## src/rtl/joy_pkg.sv

```systemverilog
// Shared mode codes, direction bit indices and priority helper for the joystick direction filter.
package joy_pkg;

  localparam logic [2:0] MODE_PASS       = 3'd0;
  localparam logic [2:0] MODE_EIGHT      = 3'd1;
  localparam logic [2:0] MODE_FOUR_NEW   = 3'd2;
  localparam logic [2:0] MODE_FOUR_FIRST = 3'd3;
  localparam logic [2:0] MODE_TWO_H      = 3'd4;
  localparam logic [2:0] MODE_TWO_V      = 3'd5;

  localparam int DIR_UP    = 3;
  localparam int DIR_DOWN  = 2;
  localparam int DIR_LEFT  = 1;
  localparam int DIR_RIGHT = 0;

  // Highest-priority set bit as a one-hot: up > down > left > right.
  function automatic logic [3:0] prio_onehot(input logic [3:0] v);
    logic [3:0] r;
    r = '0;
    if (v[DIR_UP])         r[DIR_UP]    = 1'b1;
    else if (v[DIR_DOWN])  r[DIR_DOWN]  = 1'b1;
    else if (v[DIR_LEFT])  r[DIR_LEFT]  = 1'b1;
    else if (v[DIR_RIGHT]) r[DIR_RIGHT] = 1'b1;
    return r;
  endfunction

endpackage

```

## src/rtl/joy_dir_chan.sv

```systemverilog
// One player channel: debounce, rise detect, one-hot selection and mode restriction.
// dir_out lags the accepted (debounced) change by one clk; no backpressure.
module joy_dir_chan #(
  parameter int DEBOUNCE = 0
) (
  input  logic       clk,
  input  logic       reset,
  input  logic       ce,
  input  logic [2:0] mode,
  input  logic       mode_chg,
  input  logic [3:0] raw,
  output logic [3:0] dir_out,
  output logic       new_press
);
  import joy_pkg::*;

  localparam int CW = (DEBOUNCE > 0) ? $clog2(DEBOUNCE + 1) : 1;
  localparam logic [CW-1:0] DB_LAST = CW'((DEBOUNCE > 0) ? DEBOUNCE - 1 : 0);

  logic [3:0]    stable;
  logic [3:0]    stable_q;
  logic [3:0]    sel;
  logic [CW-1:0] cnt [4];

  logic [3:0] rise;
  logic [3:0] elig;
  logic [3:0] held;
  logic [3:0] rise_e;
  logic [3:0] sel_n;
  logic [3:0] out_n;
  logic       four_way;
  logic       first_wins;

  // The ce tick that brings a counter to DEBOUNCE also accepts the new level.
  always_ff @(posedge clk) begin
    if (reset) begin
      stable <= '0;
      for (int b = 0; b < 4; b++) cnt[b] <= '0;
    end else begin
      for (int b = 0; b < 4; b++) begin
        if (raw[b] == stable[b]) begin
          cnt[b] <= '0;
        end else if (DEBOUNCE == 0 || (ce && cnt[b] == DB_LAST)) begin
          stable[b] <= raw[b];
          cnt[b]    <= '0;
        end else if (ce) begin
          cnt[b] <= cnt[b] + CW'(1);
        end
      end
    end
  end

  always_comb begin
    rise       = stable & ~stable_q;
    four_way   = 1'b1;
    first_wins = 1'b0;
    elig       = 4'b1111;
    case (mode)
      MODE_FOUR_NEW:   first_wins = 1'b0;
      MODE_FOUR_FIRST: first_wins = 1'b1;
      MODE_TWO_H:      elig = 4'b0011;
      MODE_TWO_V:      elig = 4'b1100;
      default:         four_way = 1'b0;
    endcase
    held   = stable & elig;
    rise_e = rise & elig;

    // Keep a still-held selection unless a newer rise takes over; otherwise fall back to what is held.
    sel_n = '0;
    if (four_way && !mode_chg) begin
      if ((|(sel & held)) && (first_wins || !(|rise_e))) sel_n = sel;
      else if (|rise_e)                                  sel_n = prio_onehot(rise_e);
      else                                               sel_n = prio_onehot(held);
    end

    out_n = stable;
    if (four_way) begin
      out_n = stable & sel_n;
    end else if (mode == MODE_EIGHT) begin
      if (stable[DIR_UP] && stable[DIR_DOWN]) begin
        out_n[DIR_UP]   = 1'b0;
        out_n[DIR_DOWN] = 1'b0;
      end
      if (stable[DIR_LEFT] && stable[DIR_RIGHT]) begin
        out_n[DIR_LEFT]  = 1'b0;
        out_n[DIR_RIGHT] = 1'b0;
      end
    end
  end

  always_ff @(posedge clk) begin
    if (reset) begin
      stable_q  <= '0;
      sel       <= '0;
      dir_out   <= '0;
      new_press <= 1'b0;
    end else begin
      stable_q  <= stable;
      sel       <= sel_n;
      dir_out   <= out_n;
      new_press <= |rise;
    end
  end

endmodule

```

## src/rtl/joy_dir_filter.sv

```systemverilog
// Multi-channel joystick direction conditioner with runtime restriction mode.
// dir_out follows dir_in 2 clk later (plus debounce time); no backpressure.
module joy_dir_filter #(
  parameter int NCH      = 2,
  parameter int DEBOUNCE = 0
) (
  input  logic             clk,
  input  logic             reset,
  input  logic             ce,
  input  logic [2:0]       mode,
  input  logic [4*NCH-1:0] dir_in,
  output logic [4*NCH-1:0] dir_out,
  output logic [NCH-1:0]   new_press
);
  import joy_pkg::*;

  logic [2:0] mode_q;
  logic       mode_chg;

  always_ff @(posedge clk) begin
    if (reset) mode_q <= MODE_PASS;
    else       mode_q <= mode;
  end

  // Channels act on the registered mode; a pending change clears their selection.
  assign mode_chg = (mode != mode_q);

  for (genvar c = 0; c < NCH; c++) begin : g_chan
    joy_dir_chan #(
      .DEBOUNCE (DEBOUNCE)
    ) u_chan (
      .clk       (clk),
      .reset     (reset),
      .ce        (ce),
      .mode      (mode_q),
      .mode_chg  (mode_chg),
      .raw       (dir_in[4*c +: 4]),
      .dir_out   (dir_out[4*c +: 4]),
      .new_press (new_press[c])
    );
  end

endmodule
```

## config.mk

```make
export PLATFORM = sky130hd
export DESIGN_NAME = joy_dir_filter
export DESIGN_NICKNAME = d
export VERILOG_FILES = /design/src/rtl/joy_pkg.sv /design/src/rtl/joy_dir_chan.sv /design/src/rtl/joy_dir_filter.sv
export SDC_FILE = /design/constraint.sdc
export NUM_CORES = 1
export LEC_CHECK = 0
export BUFFER_PORTS_ARGS = -buffer_cell sky130_fd_sc_hd__buf_2
export CAP_MARGIN = 15
export CORE_MARGIN = 8
export CORE_UTILIZATION = 60
export CTS_BUF_LIST = sky130_fd_sc_hd__clkbuf_4 sky130_fd_sc_hd__clkbuf_8
export DETAILED_ROUTE_END_ITERATION = 12
export GPL_TIMING_DRIVEN = 0
export PLACE_DENSITY = 0.82
export SLEW_MARGIN = 20
export SYNTH_ARGS = -nofsm -noshare
export SYNTH_HDL_FRONTEND = slang
export SYNTH_HIERARCHICAL = 1
export SYNTH_SLANG_ARGS = --single-unit
```

## constraint.sdc

```tcl
create_clock -name clk -period 3 [get_ports clk]
set_input_delay 0.9 -clock clk [delete_from_list [all_inputs] [get_ports clk]]
set_output_delay 0.9 -clock clk [all_outputs]
set_load 0.1 [all_outputs]
```

==> results list, run 1 <==
- The run finished with clean final reports.
* CTS-repair resized insts: 0
* Leading post-synthesis cells by cell area: dfxtp_1 38%, nor2b_1 5.1%, a21oi_1 3.3%
* Proportion of layout cells with a drive suffix above 1: 22.86%
- Via count: between 1,500 and 2,000
- Avg Inst Size Synth: 9.096 um^2
* Total setup violations reported at the end of the flow: 0
- Synthesis produced a netlist whose cell count is 215.
- In this run the critical register-to-register path is captured at g_chan[1].u_chan/dir_out[0].
- Dividing total power by cell area gives a power density of 489.9 mW/mm^2.
- Root Buffer Master: clkbuf_4
- Global route overflow: 0
- Together, buffers and inverters on the worst path number 1.
- For this run, the total global-route usage over all layers was measured as between 10% and 20%.
* Largest family of logic cells by synthesized area: simple AND/OR/NAND/NOR gates
* Via count of the first global-routing pass: 1,663
- Core area: 0.003078 mm^2
- R2R Setup Slk: ~1.1 ns
- The number of cells on the worst reg-to-reg path is 7.
* Maximum number of pins on one net before global-route repair: 17
- Critical path peak fanout: 1
- Setup Buffers After CTS: 0
- The top cell type by area accounts for 37.88% of the synthesized area.
* Vertical die dimension: 73.09 um
- During synthesis, Yosys emitted a total of 6 warnings.
- Once the floorplan was initialized, standard cells occupied between 60% and 70% of the core.
- Count of placed standard cells including taps: 281
- Detail Route Antenna Nets: 0
- The clock passes through at most 2 buffers.
- After synthesis the cells add up to ~0.0020 mm^2.
- Summed over all instances, the cell type with the most area after synthesis is dfxtp_1.
- Post-synth top flop: dfxtp_1
- Peak supply drop: 0.4108 mV
- Multiplexer cells account for less than 1% of the synthesized area.
- Number of input and output port buffers inserted: 22
* Maximum Capacitance Violations: 0
- Worst slew slack as a fraction of its limit: slightly below 60%
* HP Class: register to register
* Initial DRT Pass Iterations: 4
- Launching element type of the critical path: register
- Final Max Tran Viols: 0
- The synthesized netlist devotes 26.17% of its cell area to compound gates.
- Setup repair after global routing left no endpoint under its margin.
* Final total negative setup slack: 0 ns
- The setup path with the least slack is of type register to primary output.
* Number of synthesized flops with an enable pin: 0
* Residual DRC: 0
- 24 I/O pins were placed.
* Number of violations reported at the end of detailed-routing iteration 0: 133
- In this design, the stage delay of the slowest critical-path cell is approximately 0.42 ns.
- Cell depth of the worst min-delay path: 2
* Worst hold slack: 0.4905 ns
- Fillers: 266
* Post-detailed-placement half-perimeter wirelength: 3202 um
- Global-route wire length before repair: 7603 um
- In the final layout, the multi-input gates occupy roughly 0.0011 mm^2.
- The kind of cell with the highest combined delay along the critical path is buffers and inverters.
- In this run the core area contains 20 standard-cell rows.
- Overall die area: 0.005342 mm^2
* Number of non-filler instances in the completed layout: 289
* P_leak: ~0.81 nW
- Syn-to-layout area delta: 12.73%
- Post-Synth XOR/XNOR Area: 1.791%
* Critical path required time: 2.10 ns
- Post-synthesis cell type count: 59
* Wire length per cell: 15.24 um
- Simple-Gate Fraction of Synth Area: 29.24%
* Cell-by-cell trace of the critical path: buf_2
- Across the whole layout, storage elements account for 740.7 um^2.
- Worst-path cell with the longest stage delay: buf_2
- The number of clock buffers added by TritonCTS is 5.
- In this run, post-CTS hold repair placed 0 buffers.
- Sequential cells were found to cover between 30% and 40% of the synthesized design area.
- Wires add up to 4403 um.
* Hold Path Origin: g_chan[1].u_chan/sel[3]
* Number of endpoints with negative hold slack in the final report: 0
- Final net count: ~260
- Counting every sink on the clock net gives 37.
- Data on the critical path arrives at its endpoint at 1.09 ns.
* Number of storage elements in the synthesis netlist: 37
* Crit Reg-Reg Startpoint: mode_q[2]
- Clock latency on the worst-skew pair, taken at its later pin, is roughly 0.35 ns.
- Final critical-path share of the clock period: between 60% and 70%
- Clock skew on the completed layout was measured at ~0.010 ns.
- Worst-margin pin slew: 0.5916 ns
* Detailed-route vias per instance: 5.962
- The number of antenna diodes in the final layout is 0.
- Clock tree from TritonCTS: built
- Summing the areas of all fa, ha and maj instances in the mapped netlist gives 0% of the synthesized area.
* Critical path endpoint category: primary output
- The initial antenna violation count is 0.
- Worst Hold End: g_chan[1].u_chan/sel[3]
* Fraction of registers with async set or reset after synthesis: 0%
- The floorplan step set the die width to 73.09 um.
- Gpl congestion: about 0.93
* H-tree levels: 2
- The number of nets handed over by synthesis was 229.
- Time the worst path needs with I/O delays and setup: 1.992 ns
- Clk slew on worst S/H paths: 0.12 ns
- Maximum clock rate: 502.0 MHz
worst min-delay path, stage by stage (launching register included):
cell and delay, ns:
dfxtp_1 0.34, nand3_1 0.06, a21oi_1 0.05
worst max-delay path by stage:
| stage | to | start | slack [ns] | depth (start not counted) |
|---|---|---|---|---|
| 2_1_floorplan | g_chan[1].u_chan/dir_out[0] | mode[1] | 1.19 | 6 |
| 3_3_place_gp | g_chan[1].u_chan/sel[1] | mode[1] | 0.84 | 7 |
| 3_5_place_dp | g_chan[1].u_chan/sel[0] | mode[2] | 0.80 | 7 |
| 4_1_cts | dir_out[7] | g_chan[1].u_chan/dir_out[3] | 0.98 | 1 |
| 5_1_grt | g_chan[1].u_chan/sel[3] | mode_q[2] | 0.86 | 6 |
| 6_report | dir_out[1] | g_chan[0].u_chan/dir_out[1] | 1.01 | 1 |
cells in the mapped netlist (2+ instances only):
library cell  instances
dfxtp_1              37
nor2b_1              16
a21oi_1              13
nand2_1              12
nor2_1               11
nand3_1              10
o21ai_0               9
nand2b_1              8
inv_1                 7
o21ai_1               6
a211oi_1              5
a22oi_1               5
o31ai_1               5
buf_6                 4
o2111ai_1             4
and2_1                3
nand4_1               3
o211ai_1              3
o21a_1                3
xnor2_1               3
a31oi_1               2
and2b_1               2
and2b_2               2
nand3b_1              2
nor3b_2               2
nor4_2                2
o311ai_0              2
o31a_1                2
or2b_1                2
cells in the final DEF (no fill, tap or decap), types with 2 or more instances in the layout:
cell type,instances
a211oi_1,5
a21oi_1,13
a22oi_1,5
a31oi_1,2
and2_1,3
and2b_1,2
and2b_2,2
buf_2,22
buf_6,4
clkbuf_4,5
dfxtp_1,37
inv_1,7
nand2_1,12
nand2b_1,8
nand3_1,10
nand3b_1,2
nand4_1,3
nor2_1,11
nor2b_1,16
nor3b_2,2
nor4_2,2
o2111ai_1,4
o211ai_1,3
o21a_1,3
o21ai_0,9
o21ai_1,6
o311ai_0,2
o31a_1,2
o31ai_1,5
or2b_1,2
xnor2_1,3
per-stage QoR:
stage | setup WS [ns] | total power, mW | util (%) | cell area [um^2]
after floorplan | 1.187 | 0.6901 | - | 1956
after detailed placement | 0.7991 | 0.7333 | 68.90 | 2121
final | 1.008 | 1.080 | 71.63 | 2205
after global routing | 0.8607 | 1.132 | 71.63 | 2205
after global placement | 0.8365 | 0.7307 | 68.90 | 2121
after CTS | 0.9850 | 1.087 | 71.63 | 2205
cell families (layout without fill, tap and decap cells):
group                     count (synthesis)  count (layout)
and+or+nand+nor                          88              88
AOI/OAI and AO/OA                        71              71
DFF                                      37              37
buffers and inverters                    14              44
xor gates and xnor gates                  4               4
muxes                                     1               1
metal layers:
layer	part of all wire (%)	vias to the layer above	track usage [%]
li1	-	857	-
met1	48	790	23.69
met2	43	71	26.91
met3	8.1	5	5.632
met4	1.3	0	6.667
met5	0	-	0
registers in the layout, indices dropped and copies added, names as in the netlist:
signal / flops
g_chan.u_chan/new_press: 2
g_chan.u_chan/dir_out: 8
mode_q: 3
g_chan.u_chan/stable_q: 8
g_chan.u_chan/sel: 8
g_chan.u_chan/stable: 8
where the power goes:
part / total, mW / leakage (nW) / internal [mW] / switching, mW
sequential: 0.529 / 0.304 / 0.510 / 0.0190
combinational: 0.196 / 0.470 / 0.0662 / 0.129
clock: 0.355 / 0.0414 / 0.176 / 0.179
cell type report:
class | instances | share of cell area [%]
multi-input cells | 164 | 51.19
flip-flops and latches | 37 | 33.60
repair buffers | 22 | 4.994
plain buffers | 7 | 2.724
well taps | 44 | 2.497
clock inverters | 3 | 2.100
clock buffers | 5 | 1.703
inverters | 7 | 1.192
Power figures use the tool's default switching activity.
==> inputs of run 2 (changes only) <==
Settings changed: CORE_UTILIZATION 60 to 54, PLACE_DENSITY 0.82 to 0.78.
Clock period 3 ns to 1.8 ns, I/O delays scaled along.
==> run 2 against run 1 <==
Core utilization is 7.6 points lower. Worst setup slack worse by 0.96 ns. Die area is 8.6% higher. Sequential power is 66% higher. Wire length is 2.9% higher. Critical path depth is 5 higher. Hold slack worse by 0.084 ns. Sequential share of layout area is 0.79 points lower. Largest cell class unchanged. Highest routed layer unchanged.
==> results list, run 2 (synthesized netlist as in run 1, its figures left out) <==
- The final design area excluding fillers came to 0.002292 mm^2 (+4.0%).
- Number of buffers added by the clock tree synthesis step: 5 (unchanged)
- Critical path peak fanout: 6 (+5)
- The final net count came to 263 (+1.9%).
- Crit Reg-Reg Startpoint: mode_q[1]
* Final total negative setup slack: 0 ns (unchanged)
* Syn-to-layout area delta: 17.21%
- Number of endpoints with negative hold slack in the final report: 0 (unchanged)
- Vertical die dimension: 76.18 um (+4.2%)
- The final-report max-slew violation count was 0 (unchanged).
- Number of violations reported at the end of detailed-routing iteration 0: 169 (+27%)
- Final critical-path share of the clock period: a little over nine tenths
* Placement-stage worst setup slack: -0.1348 ns (-0.9339 ns)
* Sum of routed wire length over all layers: 4531 um (+2.9%)
- Instance area at placement: 0.002126 mm^2 (+0.24%)
- Residual DRC: 0 (unchanged)
* Clk slew on worst S/H paths: 0.10 ns (-0.02 ns)
* Via count: 1,781 (+3.4%)
* H-tree levels: 2 (unchanged)
- The clock latency at the later pin of the worst-skew pair was 0.33 ns (-0.02 ns).
- Number of core rows: 22 (+10%)
* Worst-margin pin slew: 0.4796 ns (-0.1119 ns)
* Detailed-route vias per instance: 5.997 (+0.58%)
- The worst voltage drop across the vdd grid came to 0.5232 mV (+27%).
* Critical path endpoint category: register
* Status: finished, final reports clean
* Antenna violations before repair: 0 (unchanged)
- The most critical setup path has its endpoint at g_chan[1].u_chan/sel[0].
- Via count of the first global-routing pass: 1,663 (unchanged)
- TritonCTS built the clock tree.
* Worst endpoint data arrival time: 2.02 ns (+0.93 ns)
* Critical path required time: 2.06 ns (-0.04 ns)
- The antenna diode instance count is 0 (unchanged).
- Uppermost metal layer occupied by signal nets: met4
- Pwr Total: 1.676 mW (+55%)
- The initial standard-cell utilization of the core is 54.65% (-8.9 points).
- Sink Count: 37 (unchanged)
- Wire length on met1: 1837 um (-13%)
* Launching element of the worst setup path: mode_q[1]
- Total Routing Usage GR: 14.76% (-3.3 points)
- Total setup violations reported at the end of the flow: 0 (unchanged)
- The worst register-to-register path ends at g_chan[1].u_chan/sel[0].
* Number of non-filler instances in the completed layout: 297 (+2.8%)
- Most common cell after layout, fill and taps aside: dfxtp_1
- Core area: 0.003578 mm^2 (+16%)
- The post-route antenna net violation count was 0 (unchanged).
- The ratio of total power to cell area was 731.3 mW/mm^2 (+49%).
* Worst hold slack: 0.4069 ns (-0.08352 ns)
* Launching element type of the critical path: register
* Cell depth of the worst flop-to-flop path: 6 (-1)
* Count of placed standard cells including taps: 285 (+1.4%)
* Die Width: 76.18 um (+4.2%)
* Final setup slack of the worst path: 0.04562 ns (-0.9625 ns)
- Hold-fix buffers at CTS: 0 (unchanged)
- Routed length on met2: 2349 um (+25%)
* Number of input and output port buffers inserted: 22 (unchanged)
- WL met3: 254 um (-29%)
* Highest-count cells in the layout ignoring fill and taps: 32 x dfxtp_1, 22 x buf_2, 16 x nor2b_1
- The worst hold path belongs to the class input pin to register.
- The remaining global-route overflow came to 0 (unchanged).
- Post-detailed-placement half-perimeter wirelength: 3203 um (about the same)
- R2R Setup Slk: 0.05 ns (-1.02 ns)
* Clock tree buffer depth: 2 (unchanged)
- The length of the first detailed-routing pass in iterations is 4 (unchanged).
- Maximum clock rate: 570.0 MHz
- Proportion of layout cells with a drive suffix above 1: 29.32% (+6.5 points)
- The floorplan die area came to 0.005803 mm^2 (+8.6%).
- Root Buffer Master: clkbuf_4
* Gpl congestion: 0.9315 (+0.65%)
- Final core area utilization: 64.06% (-7.6 points)
- The clock skew after layout came to 0.006418 ns (-0.003811 ns).
- The global-route wire length before repair came to 7210 um (-5.2%).
- The total of max-cap violations was 0 (unchanged).
- The normalized max-slew margin is 67.94% (+8.4 points).
* Class of the most critical setup path: register to register
* Wire length per cell: 15.26 um (+0.14%)
- P_leak: 0.8538 nW (+4.8%)
- The maximum number of pins on one net before global-route repair was 17 (unchanged).
- Time the worst path needs with I/O delays and setup: roughly 1.8 ns
- Total I/O pin count: 24 (unchanged)
[run 2: cell types whose count changed in the layout (fill, tap and decap cells not counted), sizes merged]
cell,delta
buf,+4
bufinv,-1
clkbuf,+3
clkinv,-1
clkinvlp,-1
[run 2: final cells by class]
type	count	area, um^2
Sequential cell	37	752.0
Tap cell	48	60.06
Fill cell	315	1286
Timing Repair Buffer	28	152.6
Clock buffer	7	58.81
Inverter	7	26.28
Buffer	6	60.06
Multi-Input combinational cell	164	1182
[run 2: timing repair]
item / CTS / global route
pin swaps: 1 / 11
setup endpoints to repair: 11 / 15
resized for setup: 4 / 17
buffers inserted: 1 / 5
gates cloned: 0 / 0
[run 2: worst max-delay path, cell delays in order (launching register included)]
cell       delay, ns
dfxtp_4         0.38
buf_8           0.13
nor3b_4         0.35
nor2_2          0.08
a2111oi_4       0.43
o21ai_1         0.14
a21oi_1         0.17
[run 2: worst min-delay path by stage]
| stage | startpoint | endpoint | slack [ns] | depth (start not counted) |
|---|---|---|---|---|
| final | dir_in[5] | g_chan[1].u_chan/stable[1] | 0.41 | 2 |
| after CTS | dir_in[5] | g_chan[1].u_chan/stable[1] | 0.39 | 2 |
| after global routing | dir_in[1] | g_chan[0].u_chan/stable[1] | 0.40 | 2 |
| after global placement | g_chan[1].u_chan/sel[2] | g_chan[1].u_chan/sel[2] | 0.48 | 2 |
| after detailed placement | g_chan[1].u_chan/sel[1] | g_chan[1].u_chan/sel[1] | 0.48 | 2 |
| after floorplan | g_chan[1].u_chan/sel[2] | g_chan[1].u_chan/sel[2] | 0.45 | 2 |
[run 2: report_power, final]
group / internal (mW) / total [mW] / switching [mW]
logic: 0.120 / 0.347 / 0.227
clock network: 0.199 / 0.449 / 0.250
registers: 0.850 / 0.880 / 0.0305
[run 2: per-layer routing]
metal	GRT usage [%]	vias to the layer above
li1	-	857
met1	15.57	846
met2	26.48	63
met3	4.599	15
met4	5.962	0
met5	0	-
